$ cat src/rtl/pipelined_rc_adder_if.sv
// Operand/result bundle for pipelined_rc_adder; the ovf signal exists only
// when PIPELINED_RC_ADDER_OVF_EN is defined.
interface pipelined_rc_adder_if #(
    parameter int WIDTH = 16
);
    logic             en;
    logic             in_valid;
    logic [WIDTH-1:0] a;
    logic [WIDTH-1:0] b;
    logic             cin;
    logic             out_valid;
    logic [WIDTH-1:0] s;
    logic             carry;
`ifdef PIPELINED_RC_ADDER_OVF_EN
    logic             ovf;
`endif

    modport master (
        output en, in_valid, a, b, cin,
        input  out_valid, s, carry
`ifdef PIPELINED_RC_ADDER_OVF_EN
        , input ovf
`endif
    );

    modport slave (
        input  en, in_valid, a, b, cin,
        output out_valid, s, carry
`ifdef PIPELINED_RC_ADDER_OVF_EN
        , output ovf
`endif
    );
endinterface

$ cat src/rtl/pipelined_rc_adder.sv
// Pipelined ripple-carry adder: WIDTH bits split into STAGES chunks, one chunk per stage.
// Optional signed-overflow output under macro PIPELINED_RC_ADDER_OVF_EN.
module pipelined_rc_adder #(
    parameter int WIDTH  = 16,
    parameter int STAGES = 4
) (
    input logic                clk,
    input logic                rst_n,
    pipelined_rc_adder_if.slave bus
);
    localparam int CHUNK = WIDTH / STAGES;

    if (STAGES < 1 || WIDTH % STAGES != 0) begin : g_bad_cfg
        $error("pipelined_rc_adder: WIDTH must be a non-zero multiple of STAGES");
    end

    // Stage k owns sum bits [0 +: (k+1)*CHUNK] and the still-unused operand bits above its chunk.
    for (genvar k = 0; k < STAGES; k++) begin : g_stage
        localparam int SW = (k + 1) * CHUNK;

        logic [CHUNK-1:0] a_c;
        logic [CHUNK-1:0] b_c;
        logic             c_in;
        logic             v_in;
        logic [CHUNK:0]   add_w;
        logic [SW-1:0]    s_d;
        logic [SW-1:0]    s_q;
        logic             carry_q;
        logic             vld_q;

        if (k == 0) begin : g_head
            assign a_c  = bus.a[CHUNK-1:0];
            assign b_c  = bus.b[CHUNK-1:0];
            assign c_in = bus.cin;
            assign v_in = bus.in_valid;
            assign s_d  = add_w[CHUNK-1:0];
        end else begin : g_tail
            assign a_c  = g_stage[k-1].g_fwd.a_hi_q[CHUNK-1:0];
            assign b_c  = g_stage[k-1].g_fwd.b_hi_q[CHUNK-1:0];
            assign c_in = g_stage[k-1].carry_q;
            assign v_in = g_stage[k-1].vld_q;
            assign s_d  = {add_w[CHUNK-1:0], g_stage[k-1].s_q};
        end

        assign add_w = {1'b0, a_c} + {1'b0, b_c} + {{CHUNK{1'b0}}, c_in};

        // NOTE: sequential state uses non-blocking assignment so every stage samples the
        // previous stage's old value on the same edge; blocking here would collapse the pipe.
        always_ff @(posedge clk or negedge rst_n) begin
            if (!rst_n) begin
                s_q     <= '0;
                carry_q <= 1'b0;
                vld_q   <= 1'b0;
            end else if (bus.en) begin
                s_q     <= s_d;
                carry_q <= add_w[CHUNK];
                vld_q   <= v_in;
            end
        end

        if (k < STAGES - 1) begin : g_fwd
            localparam int HW = WIDTH - SW;

            logic [HW-1:0] a_hi_d;
            logic [HW-1:0] b_hi_d;
            logic [HW-1:0] a_hi_q;
            logic [HW-1:0] b_hi_q;

            if (k == 0) begin : g_src_in
                assign a_hi_d = bus.a[WIDTH-1:CHUNK];
                assign b_hi_d = bus.b[WIDTH-1:CHUNK];
            end else begin : g_src_prev
                assign a_hi_d = g_stage[k-1].g_fwd.a_hi_q[HW+CHUNK-1:CHUNK];
                assign b_hi_d = g_stage[k-1].g_fwd.b_hi_q[HW+CHUNK-1:CHUNK];
            end

            // NOTE: the operand skew registers are reset like any other state so the
            // pipeline contents after reset are deterministic, not just the valid bits.
            always_ff @(posedge clk or negedge rst_n) begin
                if (!rst_n) begin
                    a_hi_q <= '0;
                    b_hi_q <= '0;
                end else if (bus.en) begin
                    a_hi_q <= a_hi_d;
                    b_hi_q <= b_hi_d;
                end
            end
        end
    end

    assign bus.s         = g_stage[STAGES-1].s_q;
    assign bus.carry     = g_stage[STAGES-1].carry_q;
    assign bus.out_valid = g_stage[STAGES-1].vld_q;

`ifdef PIPELINED_RC_ADDER_OVF_EN
    logic ovf_d;
    logic ovf_q;

    // Last-stage chunk carries the operand MSBs; overflow when they agree and the sum MSB differs.
    assign ovf_d = (g_stage[STAGES-1].a_c[CHUNK-1] == g_stage[STAGES-1].b_c[CHUNK-1]) &&
                   (g_stage[STAGES-1].add_w[CHUNK-1] != g_stage[STAGES-1].a_c[CHUNK-1]);

    always_ff @(posedge clk or negedge rst_n) begin
        if (!rst_n) begin
            ovf_q <= 1'b0;
        end else if (bus.en) begin
            ovf_q <= ovf_d;
        end
    end

    assign bus.ovf = ovf_q;
`endif
endmodule

$ cat src/flat_wrapper.sv
// flat-port wrapper written by rule: the top's interface ports become plain ports
module pipelined_rc_adder_flat 
#(
    parameter int WIDTH  = 16,
    parameter int STAGES = 4
)
  (clk, rst_n, bus_en, bus_in_valid, bus_a, bus_b, bus_cin, bus_out_valid, bus_s, bus_carry);
  pipelined_rc_adder_if #(.WIDTH(WIDTH)) bus_i ();
  input logic clk;
  input logic rst_n;
  input wire logic [$bits(bus_i.en)-1:0] bus_en;
  input wire logic [$bits(bus_i.in_valid)-1:0] bus_in_valid;
  input wire logic [$bits(bus_i.a)-1:0] bus_a;
  input wire logic [$bits(bus_i.b)-1:0] bus_b;
  input wire logic [$bits(bus_i.cin)-1:0] bus_cin;
  output wire logic [$bits(bus_i.out_valid)-1:0] bus_out_valid;
  output wire logic [$bits(bus_i.s)-1:0] bus_s;
  output wire logic [$bits(bus_i.carry)-1:0] bus_carry;
  assign bus_i.en = bus_en;
  assign bus_i.in_valid = bus_in_valid;
  assign bus_i.a = bus_a;
  assign bus_i.b = bus_b;
  assign bus_i.cin = bus_cin;
  assign bus_out_valid = bus_i.out_valid;
  assign bus_s = bus_i.s;
  assign bus_carry = bus_i.carry;
  pipelined_rc_adder #(.WIDTH(WIDTH), .STAGES(STAGES)) u_core (.clk(clk), .rst_n(rst_n), .bus(bus_i));
endmodule
$ cat config.mk
export PLATFORM = sky130hd
export DESIGN_NAME = pipelined_rc_adder_flat
export DESIGN_NICKNAME = d
export VERILOG_FILES = /design/src/rtl/pipelined_rc_adder_if.sv /design/src/rtl/pipelined_rc_adder.sv /design/src/flat_wrapper.sv
export SDC_FILE = /design/constraint.sdc
export NUM_CORES = 1
export LEC_CHECK = 0
export CORE_ASPECT_RATIO = 0.75
export CORE_UTILIZATION = 45
export CTS_CLUSTER_SIZE = 25
export DETAILED_ROUTE_END_ITERATION = 10
export GPL_TIMING_DRIVEN = 1
export PLACE_DENSITY = 0.76
export SYNTH_ARGS = -nofsm -noshare
export SYNTH_HDL_FRONTEND = slang
export SYNTH_SLANG_ARGS = --single-unit
$ cat constraint.sdc
create_clock -name clk -period 1.79 [get_ports clk]
set_input_delay 0.2685 -clock clk [delete_from_list [all_inputs] [get_ports clk]]
set_output_delay 0.2685 -clock clk [all_outputs]
set_load 0.02 [all_outputs]
**Word-level counts from Yosys, hierarchy flattened**

Index checks and enable logic that the tools add are counted.

- Register bits: 96

- Add/subtract/negate cells: 8

Operator list:

| cell | count |
|---|---|
| $add 4x4->5 | 4 |
| $add 5x1->5 | 4 |

**Logic depth before layout (Yosys ltp)**

- Word-level depth: 2
- Gate-level depth with buffers: 6

**Least setup slack after synthesis**

Ideal clock, no wire load.

- Path type: register to register
- Start: reg u_core.g_stage[2].g_fwd.b_hi_q[0]
- End: reg u_core.g_stage[3].s_q[14], in the netlist u_core.bus.s[14]
- Setup slack: 94 ps
- Data arrival time: 1571 ps
- Setup time: 125 ps
- Buffers on the path: 0
- Stages on the path, launching flop included: 6
- Cell sequence: dfrtp_1 -> inv_1 -> fa_1 -> fa_1 -> xnor2_1 -> mux2_2

- Word-level cells in the longest chain between the ends: 2

Ends and longest elaborated chain:

| item | line | source |
|---|---|---|
| start: declaration | pipelined_rc_adder.sv:67 | `logic [HW-1:0] b_hi_q;` |
| start signal: assignment | pipelined_rc_adder.sv:85 | `b_hi_q <= b_hi_d;` |
| $add 4x4->5 | pipelined_rc_adder.sv:45 | `assign add_w = {1'b0, a_c} + {1'b0, b_c} + {{CHUNK{1'b0}}, c_in};` |
| $add 5x1->5 | pipelined_rc_adder.sv:45 |  |
| end signal: assignment | pipelined_rc_adder.sv:51 | `s_q <= '0;` |
| end signal: assignment | pipelined_rc_adder.sv:55 | `s_q <= s_d;` |
| end: declaration | pipelined_rc_adder.sv:27 | `logic [SW-1:0] s_q;` |

Every way passes these cells.
A chain may end at the register's enable or synchronous reset.

**Final worst setup path**

Same ends and word-level chain as after synthesis.

==> out/metrics.cfg <==
[yosys]
synth_seq_cells=96
syn_area_sq_um=4180
seq_area_frac_synth_pct=57.5
syn-num-nets=355
synth_top_area_share_pct=57.5
ys_warn_count=0
synth_top_flop_cell=dfrtp_1
yosys.cell_types.count=29
synth_commonest_cells=dfrtp_1 (96), mux2_2 (75), inv_1 (18), ha_1 (12), o21ai_0 (11)
synth-edff-count=0
async_flop_share_pct=100
synthTopCellsByArea=dfrtp_1 (57%), mux2_2 (20%), fa_1 (3.8%), ha_1 (3.6%), inv_1 (1.6%)
avgSynthCellArea_sq_um=14.0
netlist_instances=298
synth_area_leader_cell=dfrtp_1
synth.most_common_cell=dfrtp_1

[job]
drv_cap=0

[die]
pin_count=55
num_rows=30
die_area_sq_um=9690
dieWidth_um=113
core-area_sq_um=9050
fp.dieH_um=85.5
start_util_pct=46.2

[clock_tree]
cts_tree=done
h-tree-depth=3
clkTransAtPathRegs_ns=0.07
clock_latency_ns=0.33
cts-root-buf=clkbuf_16
cts_buffers=9
clkSinkCount=96
cts.path.max_buffers=2

[worst_setup_path]
worst_setup_path_end_kind=flip-flop
cp-start-kind=flip-flop
cp.arrival_ns=1.89
criticalPathCategory=reg -> reg
cp.required_ns=2.01
critPathMaxFanout=2

[grt]
overflow=0
antenna_found_initial=0
grt_pass1_wl_um=11800
grt_max_degree=37
grt_pass1_vias=2553
grt_util_all_layers_pct=15.6

[timing]
slew-limit-headroom_pct=70.7
setup_ws_ns=0.119
tightest_slew_ns=0.440
hold_viol_final=0
period_minus_slack_ns=1.67
final_max_slew_viol_count=0
fin_setup_tns_ns=0
setup_violations=0
period_share_pct=93.4
rsz0062_at_grt=no
fmax_mhz=598
clock_skew_ns=0.00506

[detailed_routing]
via_count=2421
routedWlPerCell_um=13.3
drt-initial-drc-count=70
ant_nets=0
avgViaCountPerCell=4.90
drt-total-wl_um=6590
firstDrtPassIters=3
drc=0

[place]
place_area_sq_um=4920
dp_slack_ns=-0.300
hpwl_um=4650
placement.io_buffers=54
place_congestion=0.717

[cells_and_area]
final_nets=418
final_core_util_pct=58.0
drive_gt1_share_pct=29.5
syn_to_final_growth_pct=25.5
fin_area_sq_um=5250
diodes=0

[pwr]
finalPower_mw=6.58
leakage_nw=2.25
ir_drop_v=0.000573
p_per_area_nw_per_um2=1250

[worst_hold_path]
holdCritPathClass=in -> reg

[status]
status=completed

==> path summary, 6_finish.rpt <==
kind	from	to	slack, ns	depth (start not counted)
worst min register to register	u_core.g_stage[1].g_fwd.b_hi_q[5]	u_core.g_stage[2].g_fwd.b_hi_q[1]	0.48	2
worst max-delay path	u_core.g_stage[2].g_fwd.b_hi_q[0]	u_core.bus.s[14]	0.12	5
max in group asynchronous	rst_n	u_core.g_stage[1].g_fwd.b_hi_q[2]	0.84	3
worst min-delay path	bus_en	u_core.g_stage[0].s_q[2]	0.39	2
worst max register to register	u_core.g_stage[2].g_fwd.b_hi_q[0]	u_core.bus.s[14]	0.12	5
min in group asynchronous	rst_n	u_core.g_stage[0].g_fwd.b_hi_q[2]	0.41	2
==> what timing repair did <==
item | CTS | global route
hold buffers | 1 | 0
gates resized for setup | 1 | 2
hold endpoints to repair | 30 | 0
buffers inserted | 0 | 0
endpoints found under the setup margin | 1 | 2
pin swaps | 0 | 0
==> through the flow <==
step	cells	hold WS [ns]
2_1_floorplan	298	-0.0271
3_3_place_gp	477	0.244
3_5_place_dp	477	0.246
4_1_cts	494	0.388
5_1_grt	494	0.420
6_report	494	0.395
==> where the power goes <==
part	internal, mW	total (mW)	switching, mW	leakage [nW]
registers	2.69	2.96	0.272	1.13
logic	0.953	1.70	0.747	0.978
clock network	1.12	1.91	0.789	0.149
==> kinds of logic after synthesis <==
| kind of cell | share of synthesized area (%) |
|---|---|
| AOI/OAI and AO/OA | 4.46 |
| muxes | 20.9 |
| buffers and inverters | 3.68 |
| and+or+nand+nor | 5.24 |
| adders and majority gates | 7.42 |
| xor gates and xnor gates | 0.838 |
| DFF | 57.5 |
==> worst max-delay path, stage by stage, from the launching register on <==
cell     delay (ns)
dfrtp_1        0.32
inv_1          0.06
fa_2           0.43
fa_2           0.37
xnor2_1        0.13
mux2_2         0.26
==> placed cells by master, fill, tap and decap left out, types with 4 or more instances in the layout <==
master and count:
mux2_2 75, xnor2_1 4, fa_1 5, clkdlybuf4s50_1 52, nand2_1 8, ha_1 12, buf_12 4, o21ai_0 11
clkbuf_16 9, a21oi_1 7, dfrtp_1 96, a31oi_1 4, nor2_1 9, nand3b_1 4, inv_1 18, nor2b_1 7
buf_4 9
==> flip-flops by register name, indices dropped and copies added, names as in the netlist <==
register and count:
u_core.bus.out_valid 1, u_core.g_stage.vld_q 3, u_core.g_stage.s_q 24, u_core.bus.s 16
u_core.bus.carry 1, u_core.g_stage.carry_q 3, u_core.g_stage.g_fwd.a_hi_q 24, u_core.g_stage.g_fwd.b_hi_q 24
==> area by class of cell <==
class	instances	area, sq um
fill	753	3800
sequential	96	2400
multi-input combinational	170	1630
timing repair buffer	66	678
clock buffer	10	239
tap	128	160
clock inverter	6	68.8
inverter	18	67.6
==> layer usage <==
layer | GRT usage (%) | vias up | part of all wire (%)
met1 | 20.4 | 1213 | 48
met4 | 3.59 | 0 | 0.49
met3 | 5.00 | 4 | 3.9
met5 | 0 | - | 0
li1 | - | 1167 | -
met2 | 25.7 | 37 | 48
Power figures use the tool's default switching activity.
